## src/rtl/noc_pkg.sv

```systemverilog
// Shared NoC definitions: flit field offsets, counter widths and a
// clog2 helper that never returns less than one bit.
package noc_pkg;

    localparam int unsigned CNT_W  = 32;
    localparam int unsigned DROP_W = 16;

    function automatic int unsigned clog2_min1(input int unsigned n);
        return (n > 1) ? $clog2(n) : 1;
    endfunction

    function automatic int unsigned x_lo();
        return 0;
    endfunction

    function automatic int unsigned y_lo(input int unsigned xw);
        return xw;
    endfunction

    function automatic int unsigned seq_lo(input int unsigned xw, input int unsigned yw);
        return xw + yw;
    endfunction

endpackage

```

## src/rtl/noc_eject_unit_if.sv

```systemverilog
// Flit handshake between switch local port, eject unit and PE interface.
interface noc_eject_unit_if #(
    parameter int unsigned total_width = 32
);
    logic [total_width-1:0] i_data;
    logic                   i_valid;
    logic                   o_ready;
    logic [total_width-1:0] o_data;
    logic                   o_valid;
    logic                   i_ready;

    modport slave (
        input  i_data, i_valid, i_ready,
        output o_ready, o_data, o_valid
    );

    modport master (
        output i_data, i_valid, i_ready,
        input  o_ready, o_data, o_valid
    );
endinterface

```

## src/rtl/noc_sync_fifo.sv

```systemverilog
// Synchronous FIFO with registered occupancy; head reads as zero when empty.
module noc_sync_fifo #(
    parameter int unsigned width = 32,
    parameter int unsigned DEPTH = 4
) (
    input  logic                           clk,
    input  logic                           rst,
    input  logic                           push,
    input  logic [width-1:0]               wr_data,
    input  logic                           pop,
    output logic [width-1:0]               rd_data,
    output logic                           full,
    output logic                           empty,
    output logic [$clog2(DEPTH):0]         count
);
    localparam int unsigned AW = $clog2(DEPTH);
    localparam int unsigned CW = AW + 1;

    logic [width-1:0] mem [DEPTH];
    logic [AW-1:0]    wr_ptr;
    logic [AW-1:0]    rd_ptr;
    logic             do_push;
    logic             do_pop;

    assign full    = (count == CW'(DEPTH));
    assign empty   = (count == '0);
    assign do_push = push && !full;
    assign do_pop  = pop && !empty;
    assign rd_data = empty ? '0 : mem[rd_ptr];

    // Storage carries no reset; validity is tracked by count alone.
    always_ff @(posedge clk) begin
        if (do_push) begin
            mem[wr_ptr] <= wr_data;
        end
    end

    always_ff @(posedge clk) begin
        if (rst) begin
            wr_ptr <= '0;
            rd_ptr <= '0;
            count  <= '0;
        end else begin
            if (do_push) begin
                wr_ptr <= wr_ptr + AW'(1);
            end
            if (do_pop) begin
                rd_ptr <= rd_ptr + AW'(1);
            end
            case ({do_push, do_pop})
                2'b10:   count <= count + CW'(1);
                2'b01:   count <= count - CW'(1);
                default: count <= count;
            endcase
        end
    end

endmodule

```

## src/rtl/noc_eject_unit.sv

```systemverilog
// NoC eject stage: filters flits by destination, buffers matches and tracks
// packet sequence. NOC_EJECT_STATS_EN builds the forward/drop counters.
module noc_eject_unit
    import noc_pkg::*;
#(
    parameter int unsigned X           = 0,
    parameter int unsigned Y           = 0,
    parameter int unsigned total_width = 32,
    parameter int unsigned x_size      = 4,
    parameter int unsigned y_size      = 4,
    parameter int unsigned pck_num     = 8,
    parameter int unsigned DEPTH       = 4
) (
    input  logic                  clk,
    input  logic                  rst,
    noc_eject_unit_if.slave       bus,
    output logic [CNT_W-1:0]      o_rx_cnt,
    output logic [DROP_W-1:0]     o_drop_cnt,
    output logic                  o_seq_err
);
    localparam int unsigned XW    = clog2_min1(x_size);
    localparam int unsigned YW    = clog2_min1(y_size);
    localparam int unsigned SW    = clog2_min1(pck_num);
    localparam int unsigned XLO   = x_lo();
    localparam int unsigned YLO   = y_lo(XW);
    localparam int unsigned SEQLO = seq_lo(XW, YW);
    localparam int unsigned CW    = $clog2(DEPTH) + 1;

    logic [XW-1:0]          dst_x;
    logic [YW-1:0]          dst_y;
    logic [SW-1:0]          seq;
    logic                   match;
    logic                   accept;
    logic                   pop;
    logic                   fifo_full;
    logic                   fifo_empty;
    logic [CW-1:0]          fifo_count;
    logic [SW-1:0]          exp_seq;

    assign dst_x = bus.i_data[XLO +: XW];
    assign dst_y = bus.i_data[YLO +: YW];
    assign seq   = bus.i_data[SEQLO +: SW];
    assign match = (dst_x == XW'(X)) && (dst_y == YW'(Y));

    // Ready comes only from registered occupancy, never from i_valid/i_ready.
    assign bus.o_ready = (fifo_count != CW'(DEPTH));
    assign accept      = bus.i_valid && !fifo_full;
    assign bus.o_valid = !fifo_empty;
    assign pop         = !fifo_empty && bus.i_ready;

    noc_sync_fifo #(
        .width (total_width),
        .DEPTH (DEPTH)
    ) u_fifo (
        .clk     (clk),
        .rst     (rst),
        .push    (accept && match),
        .wr_data (bus.i_data),
        .pop     (pop),
        .rd_data (bus.o_data),
        .full    (fifo_full),
        .empty   (fifo_empty),
        .count   (fifo_count)
    );

    function automatic logic [SW-1:0] seq_next(input logic [SW-1:0] s);
        return (s == SW'(pck_num - 1)) ? '0 : s + SW'(1);
    endfunction

    // On a gap, resynchronise to the received index so one loss flags once.
    always_ff @(posedge clk) begin
        if (rst) begin
            exp_seq   <= '0;
            o_seq_err <= 1'b0;
        end else if (accept && match) begin
            if (seq != exp_seq) begin
                o_seq_err <= 1'b1;
            end
            exp_seq <= seq_next(seq);
        end
    end

`ifdef NOC_EJECT_STATS_EN
    always_ff @(posedge clk) begin
        if (rst) begin
            o_rx_cnt   <= '0;
            o_drop_cnt <= '0;
        end else begin
            if (pop && (o_rx_cnt != '1)) begin
                o_rx_cnt <= o_rx_cnt + CNT_W'(1);
            end
            if (accept && !match && (o_drop_cnt != '1)) begin
                o_drop_cnt <= o_drop_cnt + DROP_W'(1);
            end
        end
    end
`else
    assign o_rx_cnt   = '0;
    assign o_drop_cnt = '0;
`endif

endmodule

```

## src/flat_wrapper.sv

```systemverilog
// flat-port wrapper written by rule: the top's interface ports become plain ports
module noc_eject_unit_flat import noc_pkg::*;
#(
    parameter int unsigned X           = 0,
    parameter int unsigned Y           = 0,
    parameter int unsigned total_width = 32,
    parameter int unsigned x_size      = 4,
    parameter int unsigned y_size      = 4,
    parameter int unsigned pck_num     = 8,
    parameter int unsigned DEPTH       = 4
)
  (clk, rst, o_rx_cnt, o_drop_cnt, o_seq_err, bus_i_data, bus_i_valid, bus_i_ready, bus_o_ready, bus_o_data, bus_o_valid);
  noc_eject_unit_if #(.total_width(total_width)) bus_i ();
  input  logic clk;
  input  logic rst;
  output logic [CNT_W-1:0] o_rx_cnt;
  output logic [DROP_W-1:0] o_drop_cnt;
  output logic o_seq_err;
  input wire logic [$bits(bus_i.i_data)-1:0] bus_i_data;
  input wire logic [$bits(bus_i.i_valid)-1:0] bus_i_valid;
  input wire logic [$bits(bus_i.i_ready)-1:0] bus_i_ready;
  output wire logic [$bits(bus_i.o_ready)-1:0] bus_o_ready;
  output wire logic [$bits(bus_i.o_data)-1:0] bus_o_data;
  output wire logic [$bits(bus_i.o_valid)-1:0] bus_o_valid;
  assign bus_i.i_data = bus_i_data;
  assign bus_i.i_valid = bus_i_valid;
  assign bus_i.i_ready = bus_i_ready;
  assign bus_o_ready = bus_i.o_ready;
  assign bus_o_data = bus_i.o_data;
  assign bus_o_valid = bus_i.o_valid;
  noc_eject_unit #(.X(X), .Y(Y), .total_width(total_width), .x_size(x_size), .y_size(y_size), .pck_num(pck_num), .DEPTH(DEPTH)) u_core (.clk(clk), .rst(rst), .bus(bus_i), .o_rx_cnt(o_rx_cnt), .o_drop_cnt(o_drop_cnt), .o_seq_err(o_seq_err));
endmodule
```

## config.mk

```make
export PLATFORM = sky130hd
export DESIGN_NAME = noc_eject_unit_flat
export DESIGN_NICKNAME = d
export VERILOG_FILES = /design/src/rtl/noc_pkg.sv /design/src/rtl/noc_eject_unit_if.sv /design/src/rtl/noc_sync_fifo.sv /design/src/rtl/noc_eject_unit.sv /design/src/flat_wrapper.sv
export SDC_FILE = /design/constraint.sdc
export NUM_CORES = 1
export LEC_CHECK = 0
export CORE_MARGIN = 2
export CORE_UTILIZATION = 47
export CTS_CLUSTER_SIZE = 30
export DETAILED_ROUTE_END_ITERATION = 8
export GPL_TIMING_DRIVEN = 0
export PLACE_DENSITY = 0.87
export SETUP_SLACK_MARGIN = 0.15
export SYNTH_ARGS = -nofsm -noshare
export SYNTH_HDL_FRONTEND = slang
export SYNTH_HIERARCHICAL = 1
export SYNTH_SLANG_ARGS = --single-unit
```

## constraint.sdc

```tcl
create_clock -name clk -period 2.48 [get_ports clk]
set_input_delay 0.248 -clock clk [delete_from_list [all_inputs] [get_ports clk]]
set_output_delay 0.248 -clock clk [all_outputs]
set_load 0.02 [all_outputs]
```

### After elaboration in Yosys (flattened, before gate mapping)

Memories as Yosys holds them, arrays and structs flattened. A register that Yosys moved wholly into a read port is not among the register bits.
Index checks and enable logic that the tools add are counted.

* multiplexer cells: 7
* reductions and logical operators: 13
* $add $sub $neg: 5
* equality and inequality tests: 6

Operator list (number)
* $mux W32: 1
* $add A3 B1 Y3 const B: 2
* $eq A3 B3 Y1 const B: 2
* $logic_and A1 B1 Y1: 6
* $pmux W3 S2: 1
* $add A2 B1 Y2 const B: 2
* $logic_not A2 Y1: 2
* $mux W2: 2
* $logic_not A3 Y1: 1
* $mux W3: 1
* $ne A3 B3 Y1: 1
* $ne A3 B3 Y1 const B: 1
* $sub A3 B1 Y3 const B: 1
* $eq A2 B1 Y1 const B: 1
* $eq A2 B2 Y1 const B: 1
* $logic_not A1 Y1: 2
* $mux W1: 2
* $reduce_and A2 Y1: 1
* $reduce_bool A2 Y1: 1

* input port bits: 36
* bits in registers: 11
* memories: 1
* RAM bits: 128
* word-level logic and storage cells: 37

Memory list
* u_core.u_fifo.mem: depth 4, bits a word 32, read ports 1, clocked after Yosys merged registers in 1, wr ports 1, line noc_sync_fifo.sv:19 `logic [width-1:0] mem [DEPTH];`

### Depth between registers and ports, before layout

Gate-level depths: netlist of run 1.

* word-level depth: 7
* gate-level depth with buffers: 12

### Cells and area by module

The synthesis of run 1 kept the hierarchy.

By module, submodules not included
* noc_sync_fifo: times used 1, cells an instance 256, area each 5435.2 µm²
* noc_eject_unit: times used 1, cells an instance 79, area each 616.8 µm²

### Worst setup path after synthesis of run 1

OpenSTA, ideal clock, no wires.

* kind: register to register
* from: register u_core.u_fifo.count[0]
* to: memory u_core.u_fifo.mem[2][10] (enable)
* cell stages (with the launch flop): 7
* arrival: 2.359 ns
* path buffers: 0
* period minus slack after synthesis: 2.751 ns
* setup slack: -0.271 ns
* setup time: 0.392 ns
* data required time: 2.088 ns
* path through: dfxtp_1 -> nor3b_2 -> or4b_4 -> nor2_1 -> inv_2 -> nor2_1 -> and2_1

* longest elaborated chain between the ends: 7

Ends and longest elaborated chain
* start, declared: line noc_sync_fifo.sv:14 `output logic [$clog2(DEPTH):0] count`
* start signal, assigned: line noc_sync_fifo.sv:51 `2'b10: count <= count + CW'(1);`
* start signal, assigned: line noc_sync_fifo.sv:52 `2'b01: count <= count - CW'(1);`
* start signal, assigned: line noc_sync_fifo.sv:53 `default: count <= count;`
* $eq A3 B3 Y1 *: line noc_sync_fifo.sv:25 `assign full = (count == CW'(DEPTH));`
* named net u_core.fifo_full: line noc_eject_unit.sv:35 `logic fifo_full;`
* $logic_not A1 Y1 *: line noc_sync_fifo.sv:27, noc_eject_unit.sv:47
* $logic_and A1 B1 Y1: line noc_eject_unit.sv:47 `assign accept = bus.i_valid && !fifo_full;`
* $logic_and A1 B1 Y1: line noc_eject_unit.sv:57 `.push (accept && match),`
* $logic_and A1 B1 Y1 *: line noc_sync_fifo.sv:27 `assign do_push = push && !full;`
* $mux W1 *: line noc_sync_fifo.sv:33 `if (do_push) begin`
* $mux W1 (implied by the code) *: line noc_sync_fifo.sv:34 `mem[wr_ptr] <= wr_data;`
* end, declared: line noc_sync_fifo.sv:19

The timed path passes the listed nets; every way through them passes the cells marked *.

### Worst setup path after layout of run 1

* from: register u_core.u_fifo.count[2]
* to: register u_core.u_fifo.count[2]

RTL lines
* $logic_not A3 Y1 *: line noc_sync_fifo.sv:26 `assign empty = (count == '0);`
* named net u_core.fifo_empty: line noc_eject_unit.sv:36 `logic fifo_empty;`
* $logic_not A1 Y1 *: line noc_eject_unit.sv:49 `assign pop = !fifo_empty && bus.i_ready;`
* $logic_and A1 B1 Y1 *: line noc_eject_unit.sv:49
* named net u_core.pop: line noc_eject_unit.sv:34 `logic pop;`
* $logic_and A1 B1 Y1 *: line noc_sync_fifo.sv:28 `assign do_pop = pop && !empty;`
* named net u_core.u_fifo.do_pop: line noc_sync_fifo.sv:23 `logic do_pop;`
* $eq A2 B1 Y1 or $eq A2 B2 Y1 (tied branches): line noc_sync_fifo.sv:50 `case ({do_push, do_pop})`
* $pmux W3 S2 or $reduce_bool A2 Y1 (tied branches)

Marks and branches as above.
A chain may end at the register's enable or synchronous reset.

==> results of run 1 <==
## worst max-delay path, cell delays in order, from the launching register on
cell and delay, ns:
dfxtp_4 0.34, buf_4 0.13, nor3_4 0.05, buf_4 0.15, clkbuf_16 0.17, nor2b_4 0.13
o31ai_2 0.09, inv_1 0.11, ha_4 0.15, inv_2 0.04, fa_2 0.32, xor2_1 0.15
or3_1 0.32, a21oi_2 0.12
## layout by cell type, fill, tap and decap left out, drive strengths merged, types with 2 or more instances in the layout
cell / count
xor2: 6
mux4: 32
clkinv: 5
clkdlybuf4s50: 37
buf: 70
bufinv: 4
a21oi: 7
nor2b: 33
clkinvlp: 6
dlygate4sd2: 20
dfxtp: 13
inv: 9
nor3: 2
o21ai: 6
nand2b: 3
edfxtp: 128
clkbuf: 21
nand3: 2
nand2: 2
and2: 6
dlymetal6s2s: 2
clkdlybuf4s15: 10
nor2: 9
or3: 3
conb: 48
ha: 7
## power breakdown
group	switching [uW]	leakage, uW	internal [uW]
Clock	942	0.000287	1680
Combinational	149	0.00143	137
Sequential	3.75	0.00126	2590
Total	1090	0.00297	4410
## cell families (layout without fill, tap and decap cells)
family          Yosys count  count (layout)  share of synthesized area
compound gates           15              15                     0.0134
xor+xnor                  6               6                    0.00868
buf+inv                  68             184                     0.0825
flops                   141             141                      0.678
fa+ha+maj                 8               8                     0.0178
other cells               1              48                   0.000620
mux                      33              33                      0.121
simple gates             63              65                     0.0781
## stage by stage
step                hold slack, ns  setup slack (ns)
floorplan                    0.317             0.158
global placement             0.447            -0.410
detailed placement           0.466            -0.449
CTS                          0.462            0.0887
global route                 0.473            0.0393
finish                       0.476             0.120
## registers in the layout (all words and copies together), names as in the netlist, named ones only
register,count
u_core/o_seq_err,1
u_core/u_fifo/count,3
u_core/u_fifo/rd_ptr,2
u_core/u_fifo/mem,128
u_core/u_fifo/wr_ptr,2
u_core/exp_seq,3
## routing by layer
metal	GRT usage	wire, microns	vias up
met5	0	0	-
met4	0.0655	84	0
met3	0.0412	751	8
met2	0.297	6040	119
met1	0.188	4380	1582
li1	-	-	1479
## area by class of cell
| cell class | instances | area, sq um | area share |
|---|---|---|---|
| plain buffers | 59 | 485 | 0.0608 |
| clock inverters | 15 | 198 | 0.0248 |
| flip-flops and latches | 141 | 4120 | 0.515 |
| repair buffers | 84 | 806 | 0.101 |
| multi-input cells | 175 | 1710 | 0.214 |
| well taps | 172 | 215 | 0.0270 |
| clock buffers | 17 | 425 | 0.0533 |
| inverters | 9 | 33.8 | 0.00423 |
## worst paths after layout
path / to / slack, ns / cells past startpoint
setup / recovery: u_core/u_fifo/count[2] / 0.12 / 13
hold / removal: u_core/u_fifo/mem[3][30] / 0.48 / 1
setup reg to reg: u_core/u_fifo/count[2] / 0.12 / 13
hold reg to reg: u_core/o_seq_err / 0.49 / 2
## timing repair
action / in CTS / in global routing
cloned: 0 / 2
endpoints found under the setup margin: 163 / 143
setup buffers: 10 / 4
resized for setup: 46 / 20
pin swaps: 6 / 4
==> impl_metrics.json, run 1 <==
{
  "holdBufCountCts": 0,
  "worst_pin_slew_ns": 0.529,
  "utilization": 0.633,
  "place_inst": 624,
  "yosysTopAreaCell": "edfxtp_1",
  "fin_crit_sh": 0.951,
  "cts_sinks": 141,
  "wirelength_microns": 11300,
  "start_util": 0.480,
  "post_dp_cell_area_sq_um": 7170,
  "finalSetupViolCount": 0,
  "grt_pass1_vias": 3311,
  "rsz0062_at_grt": "yes",
  "critPathLaunch": "u_core/u_fifo/count[2]",
  "syn_avg_cell_area_sq_um": 18.1,
  "synth_edf_count": 128,
  "ys_top_cells_by_count": "edfxtp_1 (128), buf_4 (48), mux4_2 (32), nor2b_1 (22), dfxtp_1 (13)",
  "start_kind": "register",
  "finalClockSkew_ns": 0.00893,
  "num_rows": 41,
  "num_io_pins": 119,
  "dieWidth_microns": 117,
  "fin_area_sq_um": 7980,
  "antenna_found_initial": 0,
  "final_cells": 672,
  "max_cap_violations": 0,
  "synthToLayoutAreaGrowth_pct": 31.9,
  "yosys.area.top_type_share": 0.635,
  "clock.fmax_mhz": 424,
  "synth.most_common_cell": "edfxtp_1",
  "hold_start": "bus_i_data[30]",
  "cts_tree": "built",
  "outcome": "complete, no violations",
  "place_congestion": 0.693,
  "maxSlewViolCount": 0,
  "antenna_cells": 0,
  "grt_pass1_wl_microns": 17100,
  "p_total_uw": 5500,
  "grt_util_all_layers": 0.165,
  "final_nets": 531,
  "synthFlopType": "edfxtp_1",
  "firstDrtPassIters": 4,
  "finalSetupTns_ns": 0,
  "numCtsBuffers": 17,
  "clk_pin_slew_worst_paths_ns": 0.06,
  "ys_types": 36,
  "root_buffer": "clkbuf_16",
  "route.detailed.drc": 0,
  "vias": 3188,
  "yosys-top-cells-area": "edfxtp_1 (64%), mux4_2 (12%), buf_4 (6.0%)",
  "p_leak_uw": 0.00297,
  "drive_above_1_share": 0.342,
  "cts_htree_levels": 4,
  "synth_cells": 335,
  "detail-route-antenna-nets": 0,
  "ys_seq_area_frac": 0.678,
  "overflow": 0,
  "required_ns": 2.81,
  "power_density_nw_per_um2": 689,
  "crit_type": "register to register",
  "finalHoldViolCount": 0,
  "fillers": 912,
  "clkLatencyLatePin_ns": 0.41,
  "syn_area_sq_um": 6050,
  "synthArstFlopShare": 0,
  "ir_drop_mv": 0.488,
  "vias_per_cell": 4.74,
  "clock_path_buffers": 2,
  "portBuffers": 70,
  "grt_max_degree": 33,
  "yosys_warnings": 6,
  "ys_ff_latch": 141,
  "core_area_sq_um": 12600,
  "dpl.hpwl_microns": 6660,
  "reg2reg_from": "u_core/u_fifo/count[2]",
  "endpoint_kind": "register",
  "crit_fanout": 7,
  "fp.dieArea_sq_um": 13800,
  "die_y_microns": 117,
  "drtIter0Drc": 172,
  "hold_class": "input port to register",
  "period_needed_ns": 2.36,
  "critPathArrivalTime_ns": 2.69,
  "slew_headroom": 0.647,
  "wl_per_cell_microns": 16.8
}
No activity file was read; power rests on OpenSTA's default activity.
==> inputs of run 2 (changes only) <==
--- a/config.mk
+++ b/config.mk
@@ -5,6 +5,7 @@
 export SDC_FILE = /design/constraint.sdc
 export NUM_CORES = 1
 export LEC_CHECK = 0
+export CAP_MARGIN = 20
 export CORE_MARGIN = 2
 export CORE_UTILIZATION = 47
 export CTS_CLUSTER_SIZE = 30
==> results of run 2 <==
Final layout, timing and power as in run 1 (identical DEF).
==> inputs of run 3 (changes only) <==
--- a/config.mk
+++ b/config.mk
@@ -13,6 +13,7 @@
 export GPL_TIMING_DRIVEN = 0
 export PLACE_DENSITY = 0.87
 export SETUP_SLACK_MARGIN = 0.15
+export SLEW_MARGIN = 10
 export SYNTH_ARGS = -nofsm -noshare
 export SYNTH_HDL_FRONTEND = slang
 export SYNTH_HIERARCHICAL = 1
==> results of run 3 <==
Final layout, timing and power as in run 1 (identical DEF).
